--- src/rtl/mem_stage.sv ---
// MEM pipeline stage: runs loads/stores over a req/ack data-memory handshake, stalls upstream
// while an access is outstanding, and registers the MEM/WB latch. Optional macro: MEM_TIMEOUT_EN.
module mem_stage #(
  parameter int unsigned DATA_W  = 16,
  parameter int unsigned RADDR_W = 4,
  parameter int unsigned TIMEOUT = 255
) (
  input  logic               clk,
  input  logic               rst,
  input  logic               mem_regwrite_in,
  input  logic [1:0]         mem_memtoreg_in,
  input  logic               mem_memread_in,
  input  logic               mem_memwrite_in,
  input  logic [DATA_W-1:0]  mem_alu_in,
  input  logic [DATA_W-1:0]  mem_wrdata_in,
  input  logic [DATA_W-1:0]  mem_link_in,
  input  logic [RADDR_W-1:0] mem_regwraddr_in,
  output logic               mem_regwrite,
  output logic               mem_memread,
  output logic [RADDR_W-1:0] mem_regwraddr,
  output logic               stall,
  output logic               dm_req,
  output logic               dm_we,
  output logic [DATA_W-1:0]  dm_addr,
  output logic [DATA_W-1:0]  dm_wdata,
  input  logic [DATA_W-1:0]  dm_rdata,
  input  logic               dm_ack,
  output logic               wb_regwrite,
  output logic [RADDR_W-1:0] wb_regwraddr,
  output logic [DATA_W-1:0]  wb_regwrdata,
  output logic               mem_err
);

  localparam logic [0:0] IDLE   = 1'b0;
  localparam logic [0:0] ACCESS = 1'b1;

  localparam logic [1:0] SEL_LINK = 2'b10;

  logic [0:0]         state, state_nx;
  logic               dm_req_nx, dm_we_nx;
  logic [DATA_W-1:0]  dm_addr_nx, dm_wdata_nx;
  logic               wb_regwrite_nx;
  logic [RADDR_W-1:0] wb_regwraddr_nx;
  logic [DATA_W-1:0]  wb_regwrdata_nx;
  logic               acc, is_load, is_store;
  logic [DATA_W-1:0]  wb_data_sel;
  logic               timeout_hit;

  // Forwarding-unit taps are pure wires.
  assign mem_regwrite  = mem_regwrite_in;
  assign mem_memread   = mem_memread_in;
  assign mem_regwraddr = mem_regwraddr_in;

  // read+write together executes as a store only.
  assign acc      = mem_memread_in | mem_memwrite_in;
  assign is_store = mem_memwrite_in;
  assign is_load  = mem_memread_in & ~mem_memwrite_in;

  // Writeback data select; stores always carry the ALU value, reserved code falls back to ALU.
  always_comb begin
    wb_data_sel = mem_alu_in;
    if (is_load) begin
      wb_data_sel = dm_rdata;
    end else if (!is_store && mem_memtoreg_in == SEL_LINK) begin
      wb_data_sel = mem_link_in;
    end
  end

`ifdef MEM_TIMEOUT_EN
  // cnt holds the number of completed no-ack ACCESS cycles, so the TIMEOUT-th one aborts.
  localparam int unsigned CNT_W = (TIMEOUT < 2) ? 1 : $clog2(TIMEOUT);

  logic [CNT_W-1:0] cnt, cnt_nx;

  assign timeout_hit = (state == ACCESS) && !dm_ack && (cnt == CNT_W'(TIMEOUT - 1));
  assign cnt_nx      = ((state == ACCESS) && !dm_ack && !timeout_hit) ? cnt + 1'b1 : '0;

  always_ff @(posedge clk or posedge rst) begin
    if (rst) begin
      cnt     <= '0;
      mem_err <= 1'b0;
    end else begin
      cnt     <= cnt_nx;
      mem_err <= mem_err | timeout_hit;
    end
  end
`else
  assign timeout_hit = 1'b0;
  assign mem_err     = 1'b0;
`endif

  // Next-state, memory-port and MEM/WB latch update.
  always_comb begin
    state_nx        = state;
    dm_req_nx       = dm_req;
    dm_we_nx        = dm_we;
    dm_addr_nx      = dm_addr;
    dm_wdata_nx     = dm_wdata;
    wb_regwrite_nx  = wb_regwrite;
    wb_regwraddr_nx = wb_regwraddr;
    wb_regwrdata_nx = wb_regwrdata;
    stall           = 1'b0;

    case (state)
      IDLE: begin
        if (acc) begin
          stall          = 1'b1;
          dm_req_nx      = 1'b1;
          dm_we_nx       = mem_memwrite_in;
          dm_addr_nx     = mem_alu_in;
          dm_wdata_nx    = mem_wrdata_in;
          wb_regwrite_nx = 1'b0;
          state_nx       = ACCESS;
        end else begin
          wb_regwrite_nx  = mem_regwrite_in;
          wb_regwraddr_nx = mem_regwraddr_in;
          wb_regwrdata_nx = wb_data_sel;
        end
      end
      ACCESS: begin
        stall = ~dm_ack & ~timeout_hit;
        if (dm_ack) begin
          wb_regwrite_nx  = mem_regwrite_in & ~(mem_memread_in & mem_memwrite_in);
          wb_regwraddr_nx = mem_regwraddr_in;
          wb_regwrdata_nx = wb_data_sel;
          dm_req_nx       = 1'b0;
          state_nx        = IDLE;
        end else if (timeout_hit) begin
          wb_regwrite_nx  = 1'b0;
          wb_regwraddr_nx = mem_regwraddr_in;
          wb_regwrdata_nx = mem_alu_in;
          dm_req_nx       = 1'b0;
          state_nx        = IDLE;
        end
      end
      default: state_nx = IDLE;
    endcase
  end

  always_ff @(posedge clk or posedge rst) begin
    if (rst) begin
      state        <= IDLE;
      dm_req       <= 1'b0;
      dm_we        <= 1'b0;
      dm_addr      <= '0;
      dm_wdata     <= '0;
      wb_regwrite  <= 1'b0;
      wb_regwraddr <= '0;
      wb_regwrdata <= '0;
    end else begin
      state        <= state_nx;
      dm_req       <= dm_req_nx;
      dm_we        <= dm_we_nx;
      dm_addr      <= dm_addr_nx;
      dm_wdata     <= dm_wdata_nx;
      wb_regwrite  <= wb_regwrite_nx;
      wb_regwraddr <= wb_regwraddr_nx;
      wb_regwrdata <= wb_regwrdata_nx;
    end
  end

endmodule

--- config.mk ---
export PLATFORM = sky130hd
export DESIGN_NAME = mem_stage
export DESIGN_NICKNAME = d
export VERILOG_FILES = /design/src/rtl/mem_stage.sv
export SDC_FILE = /design/constraint.sdc
export NUM_CORES = 1
export LEC_CHECK = 0
export ABC_AREA = 0
export CORE_MARGIN = 2
export CORE_UTILIZATION = 38
export DETAILED_ROUTE_END_ITERATION = 16
export GPL_TIMING_DRIVEN = 0
export PLACE_DENSITY = 0.8
export SLEW_MARGIN = 20
export SYNTH_ARGS = -nofsm -noshare
export SYNTH_HDL_FRONTEND = slang
export SYNTH_SLANG_ARGS = --single-unit
--- constraint.sdc ---
create_clock -name clk -period 2 [get_ports clk]
set_input_delay 0.2 -clock clk [delete_from_list [all_inputs] [get_ports clk]]
set_output_delay 0.2 -clock clk [all_outputs]
set_load 0.01 [all_outputs]
After elaboration in Yosys (flattened, before gate mapping)
Index checks and enable logic that the tools add are counted.

Equal/unequal tests: 4. Mux-type cells: 18. Bitwise gates (word level): 8. Reductions and logical operators: 5.

Operators with widths (number): 2-to-1 mux 16 bit (4); one-hot mux 16 bit (2 select lines) (1); 2-to-1 mux 4 bit (2); one-hot mux 1 bit (2 select lines) (4); one-hot mux 4 bit (2 select lines) (1); 2-to-1 mux 1 bit (6); inequality test 2 bit (second input constant) (3); AND reduction 2 bit (3); NOT 1 bit (4); bitwise AND 1 bit (3); == test 2 bit (second input constant) (1); logical AND 1 bit (1); zero test 1 bit (1); bitwise OR 1 bit (1).

Bits in registers: 56. Input bits: 76. Output and inout port bits: 63. Word-level logic and storage cells: 43.

Longest topological paths before layout
Depth after elaboration: 6. Gate-level depth with buffers: 6. Mapped depth without buffers: 4.

Worst setup path before layout
No wires, ideal clock.

Kind: register -> register. From: register state. To: register dm_addr[0]. Setup time: 125 ps. Arrival time: 1144 ps. Required time: 1875 ps. Slack: 731 ps. Stages on the path, launching flop included: 4. Buffers on the path: 1. Clock period less this slack: 1269 ps. Path through: dfrtp_1 -> o21bai_2 -> buf_2 -> mux2_2.

Longest elaborated chain between the ends: 2.

Ends and longest elaborated chain: start: declaration (line 39) `logic [0:0] state, state_nx;`; start signal: assignment (line 151) `state <= state_nx;`; NOT 1 bit (no line); AND reduction 2 bit (no line); end signal: assignment (line 154) `dm_addr <= dm_addr_nx;`; end: declaration (line 24) `output logic [DATA_W-1:0] dm_addr,`.

No other way between the ends. A chain may end at the register's enable or synchronous reset.

Worst setup path in the final report
From: input port mem_memread_in. To: output port stall.

Longest elaborated chain between the ends: 3.

Ends and longest elaborated chain: start: declaration (line 12) `input logic mem_memread_in,`; bitwise OR 1 bit (line 55) `assign acc = mem_memread_in | mem_memwrite_in;`; 2-to-1 mux 1 bit (line 106) `if (acc) begin`; one-hot mux 1 bit (2 select lines) (line 104) `case (state)`; end: declaration (line 21) `output logic stall,`.

No other way between the ends.

==> qor.csv <==
metric,value,unit
postcts setup bufs,0,
Routed Antenna Nets,0,
IO buf count,137,
status,"complete, no violations",
FF-to-FF path depth,3,
"Clk Latency, worst-skew pair",0.30,ns
routed vias/inst,4.99,
final WL,6760,um
initial core utilization,38.9,%
worst slack at placement,-0.228,ns
endpoints failing setup,0,
NetSw,937,uW
PD cells,837,nW/um^2
Yosys top cell by area,dfrtp_1,
Pleak,0.00165,uW
post-synthesis sequential element count,56,
Net Sw Frac,28.0,%
Mapped Avg Cell Area,12.4,um^2
largest net degree at the start of global routing,57,
Comb pwr share,36.6,%
Final #Nets,416,
global-route wire length before repair,11300,um
worst slew pin tran,0.690,ns
I/O pins,139,
Synth top area share,57.3,%
Worst EP required,1.80,ns
final routed DRC violation total,0,
vias in the first global route,2266,
Worst slew margin,54.0,%
initial antenna violation count,0,
CP Capture Type,primary output,
Clk pwr share,19.1,%
number of flops mapped to enable cells by yosys,0,
type of the tightest min-delay check,input port to async pin,
post-layout min period,1.80,ns
die height,84.2,um
vias post-DR,2086,
syn nets,273,
"count leader, synth",dfrtp_1,
final hold vios,0,
synthesized instance count,197,
fraction of the mapped netlist area in adder cells,0,%
core area,6280,um^2
die area,7090,um^2
top post-synthesis cells by count,"dfrtp_1 (56), mux2_2 (36), nand2_1 (19)",
WP data arrival,1.60,ns
"Seq/Total Area, Yosys",57.3,%
TritonRoute pass-1 iters,4,
ys async rst share,100,%
clk sinks,56,
wire per inst,16.2,um
post-synth cell types,24,
H-tree depth,2,
hpwl dp,5070,um
setup slack after layout,0.203,ns
Crit Path Class,input port to primary output,
"top cells by area, synth","dfrtp_1 (57%), mux2_2 (17%), o31ai_1 (4.6%)",
Worst-path clk slew,0.10,ns
RD Place Congestion,0.751,
synthesis warning total,0,
period utilization,89.8,%
Root Buffer,clkbuf_8,
cell internal pwr,2420,uW
Max-Cap Viols,0,
Worst VDD drop,0.543,mV
crit-path max FO,20,
TritonCTS buffer count,5,
Post-CTS Resized,2,
RR Endpoint,dm_wdata[13]$_DFFE_PP0P_,
Overflow after GRT,0,
fmax,557,MHz
fin. max-slew vios,0,
Die X-Extent,84.2,um
DRT iter0 DRCs,101,
Final Power,3350,uW
Simple-Gate Fraction of Synth Area,4.81,%
CTS Hold Buffers Added,0,
area growth from synthesis to final layout,63.9,%
post-synthesis compound-gate area fraction,15.0,%
commonest register cell after synthesis,dfrtp_1,
Setup crit start kind,input port,
largest family of logic cells by synthesized area,multiplexers,
Max Buffers Root-to-Sink,2,
multiplexer share of the synthesized area,16.6,%
total track usage,19.7,%
cell area after synthesis,2440,um^2
layout cells sized above 1,20.2,%
FF-to-FF setup slack,0.49,ns
Final Skew,0.00503,ns
Setup TNS,0,ns
std cell rows,29,
CTS tree,done,
XOR/XNOR Fraction of Synth Area,0,%
ant diodes,0,
RSZ-0062 raised after global routing,false,
FF-to-FF Start,state$_DFF_PP0_,
Reg power frac,44.4,%
[worst max-delay path, cell delays in order]
cell	delay, ns
clkdlybuf4s50_1	0.55
o31a_1	0.38
buf_8	0.17
dlygate4sd2_1	0.30
[metrics by stage]
stage	hold slack, ns	utilization [%]	cell area, um^2	instances
CTS	0.380	63.8	4010	418
global route	0.409	63.8	4010	418
finish	0.342	63.8	4010	418
global placement	0.460	62.3	3910	411
floorplan	0.282	-	2440	197
detailed placement	0.465	62.3	3910	411
[power groups by stage]
stage | registers (uW) | logic [uW] | clock network (uW)
2_1_floorplan | 1620 | 370 | 0
3_3_place_gp | 1500 | 1220 | 0
3_5_place_dp | 1510 | 1240 | 0
4_1_cts | 1490 | 1240 | 654
5_1_grt | 1530 | 1310 | 694
6_report | 1490 | 1230 | 639
[area by class of cell]
type / count / area, um^2
Clock buffer: 7 / 86.3
Inverter: 4 / 17.5
Buffer: 18 / 134
Multi-Input combinational cell: 118 / 892
Fill cell: 523 / 2270
Tap cell: 77 / 96.3
Clock inverter: 1 / 7.51
Sequential cell: 56 / 1400
Timing Repair Buffer: 137 / 1370
[how the worst max path moves through the flow]
| stage | startpoint | end | slack (ns) |
|---|---|---|---|
| floorplan | rst | dm_addr[0]$_DFFE_PP0P_ | 0.43 |
| global placement | rst | dm_addr[7]$_DFFE_PP0P_ | -0.63 |
| detailed placement | mem_memread_in | stall | -0.23 |
| CTS | mem_memread_in | stall | 0.20 |
| global route | state$_DFF_PP0_ | stall | 0.13 |
| finish | mem_memread_in | stall | 0.20 |
[registers in the layout (all words and copies together) (netlist names)]
register and cells:
dm_wdata 16, wb_regwraddr 4, dm_req 1, wb_regwrite 1, dm_we 1, state 1, wb_regwrdata 16, dm_addr 16
[layer usage]
layer / part of all wire [%] / global-route usage (%)
met3: 6.8 / 5.21
met2: 51 / 33.8
met5: 0 / 0
met1: 41 / 25.4
met4: 0.67 / 3.52
[placed cells by master, fill, tap and decap left out, drive strengths merged, types with 4 or more instances in the layout]
cell type / instances
clkdlybuf4s50: 136
dfrtp: 56
mux2: 36
nand2: 20
buf: 17
a21oi: 16
o22ai: 16
o31ai: 16
clkbuf: 8
inv: 4
[logic make-up (layout without fill, tap and decap cells)]
kind of cell           count (synthesis)  count (layout)
AOI/OAI and AO/OA                     56              56
DFF                                   56              56
muxes                                 36              36
and+or+nand+nor                       25              25
buffers and inverters                 23             167
other                                  1               1
No activity file was read; power rests on OpenSTA's default activity.
==> patch (same settings) <==
The option `MEM_TIMEOUT_EN` is turned on by a define.
--- a/src/rtl/mem_stage.sv
+++ b/src/rtl/mem_stage.sv
@@ -2,2 +2,4 @@
 // while an access is outstanding, and registers the MEM/WB latch. Optional macro: MEM_TIMEOUT_EN.
+`define MEM_TIMEOUT_EN
+
 module mem_stage #(
Formal check against the unedited RTL: same outputs for any inputs over 10 cycles, from zero or initial values and one cycle with rst high; that may be too few to reach the edited logic, so the function may still have changed.
==> patch against the original RTL <==
  * Sequential cell count rose by 9
  * Clock skew rose by 0.0015 ns
  * First-iteration DRC count fell by 53%
  * Power rose by 54%
  * Routed wire length rose by 17%
  * Cell area rose by 18%
  * Register-to-register slack got worse by 0.29 ns
  * Area after synthesis rose by 17%
  * Utilization rose by 0.80 points
  * Largest power group is now combinational cells
  * Setup slack got worse by 0.098 ns
  * Count of clock-buffer cells in the layout rose by 7
==> patch: results (changes against the original RTL) <==
.. list-table::
   :header-rows: 1

   * - Metric
     - Value
   * - Placed Cells incl. Taps
     - 456 (+11%)
   * - Power of the sequential group
     - 1930 µW (+30%)
   * - Global-route usage over all layers
     - 0.193 (-0.00402)
   * - Slew HR
     - 0.568 (+0.0279)
   * - Vias in the first global route
     - 2481 (+9.5%)
   * - Master of the slowest instance on the critical path
     - dfrtp_1
   * - Data arrival time of the critical path
     - 1.70 ns (+0.10 ns)
   * - Max Fanout on Critical Path
     - 10 (-50%)
   * - VDD IR-drop max
     - 0.581 mV (+7.0%)
   * - Unique masters post-synth
     - 32 (+33%)
   * - Cell internal power dissipation
     - 3690 µW (+53%)
   * - Sequential area share after synthesis
     - 0.568 (-0.00529)
   * - Power density relative to cell area
     - 1090 nW/µm² (+31%)
   * - Highest cell delay on the worst timing path
     - 0.38 ns (-0.17 ns)
   * - Placement Setup Slack
     - -0.626 ns (-0.398 ns)
   * - Filler cell count in the final layout
     - 623 (+19%)
   * - Final non-filler cell total
     - 480 (+15%)
   * - Number of levels the H-tree was split into
     - 3 (+1)
   * - Total nets after synthesis
     - 296 (+8.4%)
   * - Fraction of final layout cells with drive strength greater than 1
     - 0.249 (+0.0470)
   * - Overall Power
     - 5160 µW (+54%)
   * - Total Routed Length
     - 7.95 mm (+17%)
   * - Maximum number of pins on one net before global-route repair
     - 35 (-39%)
   * - Number of buffers created by CTS
     - 9 (+4)
   * - Fraction of the mapped netlist area in compound gates
     - 0.112 (-0.0376)
   * - Multiplexer share of the synthesized area
     - 0.201 (+0.0347)
   * - Logic depth of the worst register-to-register path
     - 5 (+2)
   * - Register-to-register path setup slack
     - 0.20 ns (-0.29 ns)
   * - Final setup slack of the worst path
     - 0.105 ns (-0.0983 ns)
   * - P_clk
     - 1160 µW (+82%)
   * - Number of port buffers
     - 138 (+0.73%)
   * - Top post-synthesis cells by area
     - dfrtp_1, mux2_2, a2bb2oi_1, o22ai_1, buf_4
   * - Metal1 wirelength
     - 3.16 mm (+13%)
   * - Adder-cell area share of the yosys netlist
     - 0.00874 (+0.00874)
   * - Total vias in the final route
     - 2369 (+14%)
   * - Fin nets
     - 454 (+9.1%)
   * - Clock skew after layout
     - 0.00653 ns (+0.00150 ns)
   * - Most frequent cells after synthesis
     - dfrtp_1, mux2_2, a2bb2oi_1, o22ai_1, nor2_1
   * - Initial DRC Count
     - 47 (-53%)
   * - Final estimated routing congestion in global placement
     - 0.724 (-3.5%)
   * - Worst skew pair latency
     - 0.33 ns (+0.03 ns)
   * - Met2 routed WL
     - 4.07 mm (+17%)
   * - Post-place instance area
     - 4390 µm² (+12%)
   * - Number of cells produced by synthesis
     - 218 (+11%)
   * - Half-perimeter wire length of the detailed placement result
     - 5.82 mm (+15%)
   * - Status
     - complete, no violations
[patch: changes by cell type after synthesis, moves of 8 or more]
cell / unedited run / this run
a21oi_1: 16 / 1
nor2_1: 1 / 9
nand2_1: 19 / 3
mux2_2: 36 / 48
o31ai_1: 15 / 1
dfrtp_1: 56 / 65
a2bb2oi_1: 0 / 15
[patch: timing repair]
action                     4_1_cts  5_1_grt
setup endpoints to repair       23       11
buffers inserted                 1        7
hold endpoints to repair         0        0
pin swaps                        0        1
gates resized for setup          9       13
gates cloned                     0        0
[patch: logic make-up after synthesis]
| family | count (synthesis) |
|---|---|
| AOI/OAI and AO/OA | 43 |
| buffers and inverters | 25 |
| DFF | 65 |
| xor gates and xnor gates | 6 |
| and+or+nand+nor | 26 |
| muxes | 51 |
| adders and majority gates | 2 |
[patch: worst max path at each step]
stage | depth (start not counted) | from | to
floorplan | 1 | rst | cnt[0]
global placement | 2 | rst | wb_regwrdata[11]
detailed placement | 5 | mem_memread_in | stall
CTS | 6 | cnt[1] | stall
global route | 7 | cnt[0] | stall
finish | 7 | cnt[0] | stall
[patch: cell type report]
class | count | area share
Sequential cell | 65 | 0.346
Timing Repair Buffer | 147 | 0.310
Multi-Input combinational cell | 128 | 0.243
Clock buffer | 14 | 0.0367
Tap cell | 99 | 0.0263
Buffer | 19 | 0.0258
Clock inverter | 2 | 0.00744
Inverter | 6 | 0.00531
[patch: routing by layer]
metal,GRT usage,up-vias
met3,0.0659,12
met1,0.227,1161
met5,0,-
met4,0.0619,0
li1,-,1109
met2,0.331,87
[patch: worst reg2reg max path: cells and delay by family (launching register included)]
kind            cells  cell delay [ns]
simple gates        1             0.18
mux                 1             0.17
buf+inv             1             0.35
flops               1             0.45
compound gates      2             0.60
